**config.mk**
```make
export PLATFORM = sky130hd
export DESIGN_NAME = epsilon_greedy_selector
export DESIGN_NICKNAME = d
export VERILOG_FILES = /design/src/rtl/epsilon_greedy_selector.sv
export SDC_FILE = /design/constraint.sdc
export NUM_CORES = 1
export LEC_CHECK = 0
export BUFFER_PORTS_ARGS = -buffer_cell sky130_fd_sc_hd__buf_2
export CORE_MARGIN = 5
export CORE_UTILIZATION = 25
export DETAILED_ROUTE_END_ITERATION = 7
export PLACE_DENSITY_LB_ADDON = 0.2
export SLEW_MARGIN = 20
export SYNTH_ARGS = -nofsm -noshare
export SYNTH_HDL_FRONTEND = slang
export SYNTH_SLANG_ARGS = --single-unit
```
**constraint.sdc**
```tcl
create_clock -name clk -period 4 [get_ports clk]
set_input_delay 0.2 -clock clk [delete_from_list [all_inputs] [get_ports clk]]
set_output_delay 0.2 -clock clk [all_outputs]
set_load 0.01 [all_outputs]
```
**src/rtl/epsilon_greedy_selector.sv**
```systemverilog
// rtl/epsilon_greedy_selector.sv - epsilon-greedy action selector over a 4-entry signed Q row
// Fixed 4-cycle decision latency; exploration draws from a free-running 16-bit Fibonacci LFSR.
module epsilon_greedy_selector #(
  parameter int          NUM_ACT   = 4,
  parameter int          Q_W       = 16,
  parameter logic [15:0] LFSR_SEED = 16'hACE1
) (
  input  logic                     clk,
  input  logic                     rst_n,
  input  logic                     start,
  input  logic [NUM_ACT*Q_W-1:0]   q_row,
  input  logic [7:0]               epsilon,
  output logic [3:0]               action,
  output logic                     valid,
  output logic                     explore,
  output logic                     busy
);

  localparam logic [1:0] S_IDLE = 2'd0;
  localparam logic [1:0] S_SCAN = 2'd1;
  localparam logic [1:0] S_DONE = 2'd2;

  logic [1:0]                  state;
  logic [15:0]                 lfsr;
  logic                        lfsr_fb;
  logic [9:0]                  rnd;
  logic [(NUM_ACT-1)*Q_W-1:0]  q_hi;
  logic [7:0]                  eps_lat;
  logic [1:0]                  idx;
  logic [1:0]                  best_idx;
  logic signed [Q_W-1:0]       best;
  logic signed [Q_W-1:0]       q_cur;
  logic [1:0]                  act_r;
  int unsigned                 q_base;

  assign lfsr_fb = lfsr[15] ^ lfsr[13] ^ lfsr[12] ^ lfsr[10];
  assign action  = {2'b00, act_r};

  // q0 seeds best directly, so only entries 1..3 are kept; idx selects entry idx+1
  always_comb begin
    q_base = 32'(idx) * 32'(Q_W);
    q_cur  = q_hi[q_base +: Q_W];
  end

  always_ff @(posedge clk or negedge rst_n) begin
    if (!rst_n) begin
      lfsr     <= LFSR_SEED;
      state    <= S_IDLE;
      rnd      <= '0;
      q_hi     <= '0;
      eps_lat  <= '0;
      idx      <= '0;
      best     <= '0;
      best_idx <= '0;
      act_r    <= '0;
      valid    <= 1'b0;
      explore  <= 1'b0;
      busy     <= 1'b0;
    end else begin
      lfsr  <= (lfsr == 16'h0000) ? LFSR_SEED : {lfsr[14:0], lfsr_fb};
      valid <= 1'b0;
      case (state)
        S_IDLE: begin
          if (start) begin
            q_hi     <= q_row[NUM_ACT*Q_W-1:Q_W];
            eps_lat  <= epsilon;
            rnd      <= lfsr[9:0];
            idx      <= '0;
            best     <= q_row[Q_W-1:0];
            best_idx <= '0;
            busy     <= 1'b1;
            state    <= S_SCAN;
          end else begin
            busy <= 1'b0;
          end
        end
        S_SCAN: begin
          // strict greater-than keeps the lowest index on ties
          if (q_cur > best) begin
            best     <= q_cur;
            best_idx <= idx + 2'd1;
          end
          idx <= idx + 2'd1;
          if (idx == 2'd2) state <= S_DONE;
        end
        S_DONE: begin
          valid <= 1'b1;
          if (rnd[7:0] < eps_lat) begin
            act_r   <= rnd[9:8];
            explore <= 1'b1;
          end else begin
            act_r   <= best_idx;
            explore <= 1'b0;
          end
          state <= S_IDLE;
        end
        default: state <= S_IDLE;
      endcase
    end
  end

endmodule

```
==> Word level (Yosys, flattened, before mapping) <==
Cells that the tools add are included.
{ "word_totals": {"register_bits": 109, "inputBits": 75, "out_inout_bits": 7, "word_cells": 47} }
{ "op_classes": {"n_addsub": 1, "magnitude_cmp": 2, "eq_ne": 6, "shift": 1, "mux": 15, "n_bitwise": 3, "n_reduce_logical": 7} }
{ "ops": {"columns": ["op", "n"], "rows": [
  ["two-way mux 16 bit", 3],
  ["indexed part select 48 x 7 -> 16 bit", 1],
  ["one-hot mux 16 bit (2 select lines)", 1],
  ["greater-than comparator 16 bit", 1],
  ["logical NOT 16 bit", 1],
  ["one-hot mux 2 bit (2 select lines)", 3],
  ["two-way mux 2 bit", 5],
  ["less-than comparator 8 bit", 1],
  ["inequality test 2 bit (second input constant)", 3],
  ["AND reduction 2 bit", 3],
  ["equality test 2 bit (second input constant)", 2],
  ["two-way mux 1 bit", 3],
  ["AND reduction 3 bit", 1],
  ["bitwise XOR 1 bit", 3],
  ["adder 2 x 1 -> 2 bit (second input constant)", 1],
  ["equality test 2 x 1 -> 1 bit (second input constant)", 1],
  ["logical NOT 2 bit", 1],
  ["nonzero test 2 bit", 1]
]} }

==> Depth between registers and ports, before layout <==
{ "logic_depth": {"word_depth": 4, "depth_mapped": 14, "mapped_depth_nobuf": 11} }

==> Worst setup path before layout <==
Ideal clock, no wire load.
{ "synth_timing": {"kind": "reg2reg", "start": "reg idx[0]", "end": "reg best[10]", "setup_time_ns": 0.125, "arrival_time_ns": 3.212, "path_slack_ns": 0.663, "stages_incl_launch_ff": 15, "path_buffers": 3, "synth_period_minus_slack_ns": 3.337, "cell_sequence": "dfrtp_1 clkbuf_1 inv_1 nor2_1 clkbuf_1 nand2_1 o21ai_0 ha_1 a21oi_1 o21ai_0 a221o_1 or4_4 nand3_4 buf_12 mux2_4"} }
{ "synth_between": {"elab_chain_cells": 4, "elab_cells_between_ends": 6} }
{ "synth_rtl": {"columns": ["item", "line_no", "rtl"], "rows": [
  ["start: declaration", "29", "logic [1:0] idx;"],
  ["start signal: assignment", "83", "idx <= idx + 2'd1;"],
  ["indexed part select 48 x 7 -> 16 bit *", "42", "q_cur = q_hi[q_base +: Q_W];"],
  ["greater-than comparator 16 bit", "79", "if (q_cur > best) begin"],
  ["inequality test 2 bit (no source line)", null, null],
  ["AND reduction 3 bit (no source line)", null, null],
  ["end signal: assignment", "69", "best <= q_row[Q_W-1:0];"],
  ["end signal: assignment", "80", "best <= q_cur;"],
  ["end: declaration", "31", "logic signed [Q_W-1:0] best;"]
]} }
Every way passes the cells marked *; elsewhere a longest branch is shown, timed or not. The select of a mux whose other input is x is not followed.
A chain may end at the register's enable or synchronous reset.

==> Worst setup path after layout <==
{ "layout_timing": {"start": "reg idx[1]", "end": "reg best[2]"} }
The elaborated chain is that of the path after synthesis.

==> results.json <==
{
  "outcome": "finished, final reports clean",
  "vdd_ir_drop_max_uv": 289,
  "asyncSetResetFlopFracSynth_pct": 100,
  "fin_cells": 893,
  "post_route_cells_drive_above_1_share_pct": 23.8,
  "n_fill_cell": 2243,
  "setup_tns_ps": 0,
  "comb_power_share_pct": 47.3,
  "clkSlewWorstSetupHoldPaths_ps": 80,
  "cell_internal_pwr_mw": 3.11,
  "achievable-frequency_mhz": 303,
  "worst_pin_slew_ps": 741,
  "skew_ps": 13.9,
  "period_share_pct": 82.6,
  "grt_antenna_before_repair": 0,
  "die_width_microns": 155,
  "grt_start_max_net_pins": 78,
  "cts_root_buffer": "sky130_fd_sc_hd__clkbuf_16",
  "grt_pass1_vias": 4198,
  "critPathKind": "flop to flop",
  "vias_per_instance": 4.25,
  "die_outline_area_sq_um": 23900,
  "finalWeightedCongestion": 0.762,
  "wp_data_arrival_ps": 3540,
  "ordered_list_of_cells_on_the_worst_path": "buf_4 -> mux2i_1 -> o21ai_0 -> ha_1 -> nand4_1 -> nor2_1 -> a221o_1 -> or4_4 -> nand3_4 -> mux2_2",
  "first_iter_violations": 136,
  "final-setup-viol-count": 0,
  "total_switching_power_mw": 1.99,
  "post_synth_edffs": 0,
  "leakage_nw": 3.13,
  "core_region_area_sq_um": 20800,
  "globalRouteOverflowTotal": 0,
  "via_count": 3794,
  "ys_warn_count": 0,
  "kind_of_start_point_of_the_critical_path": "flop",
  "finalWorstSetupSlack_ps": 694,
  "drc_errors": 0,
  "post_cts.resized_instances": 0,
  "holdCritPathClass": "primary input to flop",
  "power-per-cell-area_nw_per_um2": 827,
  "sequentialPowerShare_pct": 35.5,
  "cp_slowest_cell": "sky130_fd_sc_hd__or4_4",
  "synth-seq-cells": 109,
  "netlist_area_sq_um": 5230,
  "final-hold-violation-count": 0,
  "io_buffers": 79,
  "antenna_cells": 0,
  "placement.setup.worst_slack_ps": 720,
  "maxcap_violations": 0,
  "drt_wl_total_microns": 13000,
  "period_needed_ps": 3310,
  "clock_group_share_of_total_power_pct": 17.2,
  "final_max_slew_viol_count": 0,
  "io-pin-count": 82,
  "place_hpwl_microns": 9350,
  "initial_utilization_pct": 25.1,
  "grt.total_usage_pct": 11.2,
  "cts.sinks": 109,
  "post-route-cell-area_sq_um": 6170,
  "power.share.switching_pct": 39.1,
  "critPathBufInv": 1,
  "post-place-cells": 876,
  "worstSetupEndpointType": "flop",
  "max_fanout_on_critical_path": 16,
  "avgSynthCellArea_sq_um": 9.54,
  "worst_ep_required_time_ps": 4240,
  "seq_total_area_yosys_pct": 52.4,
  "critical-path-top-delay-family": "simple AND/OR/NAND/NOR gates",
  "postPlaceCellArea_sq_um": 5870,
  "drt-pass1-iter-count": 4,
  "final_nets": 712,
  "tritoncts": "yes",
  "synthCells": 548,
  "route.detailed.wl_per_inst_microns": 14.5,
  "synth_flop_cell": "sky130_fd_sc_hd__dfrtp_1",
  "syn_to_final_growth_pct": 18.0,
  "timing.slew.headroom_pct": 50.6,
  "cts-root-to-sink-buffers": 2,
  "critical_path.max_stage_delay_ps": 520,
  "grt_first_pass_wirelength_microns": 21300,
  "synthDistinctLibCells": 39,
  "regToRegSetupSlack_ps": 690,
  "detail-route-antenna-nets": 0,
  "pwr_total_mw": 5.10,
  "clock_latency_ps": 360,
  "cts_made_buffers": 9,
  "die-height_microns": 155,
  "row_count": 53,
  "htreeDepth": 3,
  "rsz_0062_raised_after_global_routing": "false"
}
-- worst min-delay path: cells and delay by family --
| kind | cells | cell delay (ps) |
|---|---|---|
| simple gates | 2 | 90 |
| buf+inv | 1 | 70 |
-- state kept, by name, indices dropped and copies added, names as in the netlist --
register	flops
lfsr	16
idx	2
best	16
explore	1
q_hi	48
rnd	10
state	2
act_r	2
busy	1
eps_lat	8
best_idx	2
valid	1
-- per-layer routing --
metal,part of all wire [%],routed length [microns],global-route usage (%)
met5,0,0,0
met4,1.1,149,2.27
met3,4.1,531,3.36
met2,47,6050,18.6
met1,48,6260,14.7
-- cell type report --
cell class                      count  area [sq um]  area share (%)
Sequential cell                   109          2740            44.4
Multi-Input combinational cell    380          2240            36.3
Timing Repair Buffer               88           472            7.64
Tap cell                          275           344            5.57
Clock buffer                       11           243            3.93
Inverter                           25          93.8            1.52
Clock inverter                      5          41.3           0.669
-- worst paths after layout --
path                       cells past startpoint          startpoint              endpoint
max                                           10  idx[1]$_DFFE_PN0P_   best[2]$_DFFE_PN0P_
min                                            3           q_row[43]  q_hi[27]$_DFFE_PN0P_
max reg2reg                                   10  idx[1]$_DFFE_PN0P_   best[2]$_DFFE_PN0P_
min reg2reg                                    0   lfsr[8]$_DFF_PN0_     lfsr[9]$_DFF_PN0_
max in group asynchronous                      3               rst_n     lfsr[5]$_DFF_PN1_
min in group asynchronous                      2               rst_n      busy$_DFFE_PN0N_
-- timing repair --
item | CTS | global route
buffers inserted | 0 | 0
hold endpoints to repair | 0 | 76
hold buffers | 0 | 1
-- layout by cell type (no fill, tap or decap), types with 11 or more instances in the layout --
cell	synthesis	layout
sky130_fd_sc_hd__nand2_1	213	212
sky130_fd_sc_hd__dfrtp_1	101	101
sky130_fd_sc_hd__buf_2	2	78
sky130_fd_sc_hd__o21ai_0	27	27
sky130_fd_sc_hd__inv_1	25	25
sky130_fd_sc_hd__ha_1	24	24
sky130_fd_sc_hd__mux2i_1	23	23
sky130_fd_sc_hd__mux2_2	20	20
sky130_fd_sc_hd__a21oi_1	11	11
-- kinds of logic after synthesis --
group	Yosys count	synth area share (%)
compound gates	46	5.07
xor+xnor	3	0.503
fa+ha+maj	24	5.74
buf+inv	60	4.95
flops	109	52.4
mux	52	11.3
other cells	1	0.0717
simple gates	253	20.0
-- cells in the mapped netlist, types with 2 or more instances --
cell type / number / share of area, %
sky130_fd_sc_hd__a21oi_1: 11 / 1.1
sky130_fd_sc_hd__buf_1: 4 / 0.29
sky130_fd_sc_hd__buf_2: 2 / 0.19
sky130_fd_sc_hd__buf_4: 2 / 0.29
sky130_fd_sc_hd__clkbuf_1: 25 / 1.8
sky130_fd_sc_hd__dfrtp_1: 101 / 48
sky130_fd_sc_hd__dfstp_2: 8 / 4.0
sky130_fd_sc_hd__ha_1: 24 / 5.7
sky130_fd_sc_hd__inv_1: 25 / 1.8
sky130_fd_sc_hd__mux2_2: 20 / 4.3
sky130_fd_sc_hd__mux2_4: 9 / 2.6
sky130_fd_sc_hd__mux2i_1: 23 / 4.4
sky130_fd_sc_hd__nand2_1: 213 / 15
sky130_fd_sc_hd__nand2b_1: 9 / 1.1
sky130_fd_sc_hd__nand3_1: 5 / 0.48
sky130_fd_sc_hd__nand4_1: 4 / 0.48
sky130_fd_sc_hd__nor2_1: 8 / 0.57
sky130_fd_sc_hd__nor2b_1: 3 / 0.36
sky130_fd_sc_hd__nor4_1: 5 / 0.60
sky130_fd_sc_hd__o21ai_0: 27 / 2.6
sky130_fd_sc_hd__xor2_1: 2 / 0.34
-- metrics by stage --
step,utilization [%],hold slack [ps]
2_1_floorplan,-,-95.6
3_3_place_gp,28.2,391
3_5_place_dp,28.2,393
4_1_cts,29.6,18.6
5_1_grt,29.6,17.5
6_report,29.6,31.3
-- power by group through the flow --
stage               clock network (mW)  registers (mW)  logic, mW
floorplan                            0            1.75       1.94
global placement                     0            1.83       2.40
detailed placement                   0            1.83       2.46
CTS                              0.910            1.82       2.47
global route                     0.948            1.86       2.77
finish                           0.878            1.81       2.41
Power figures use the tool's default switching activity.
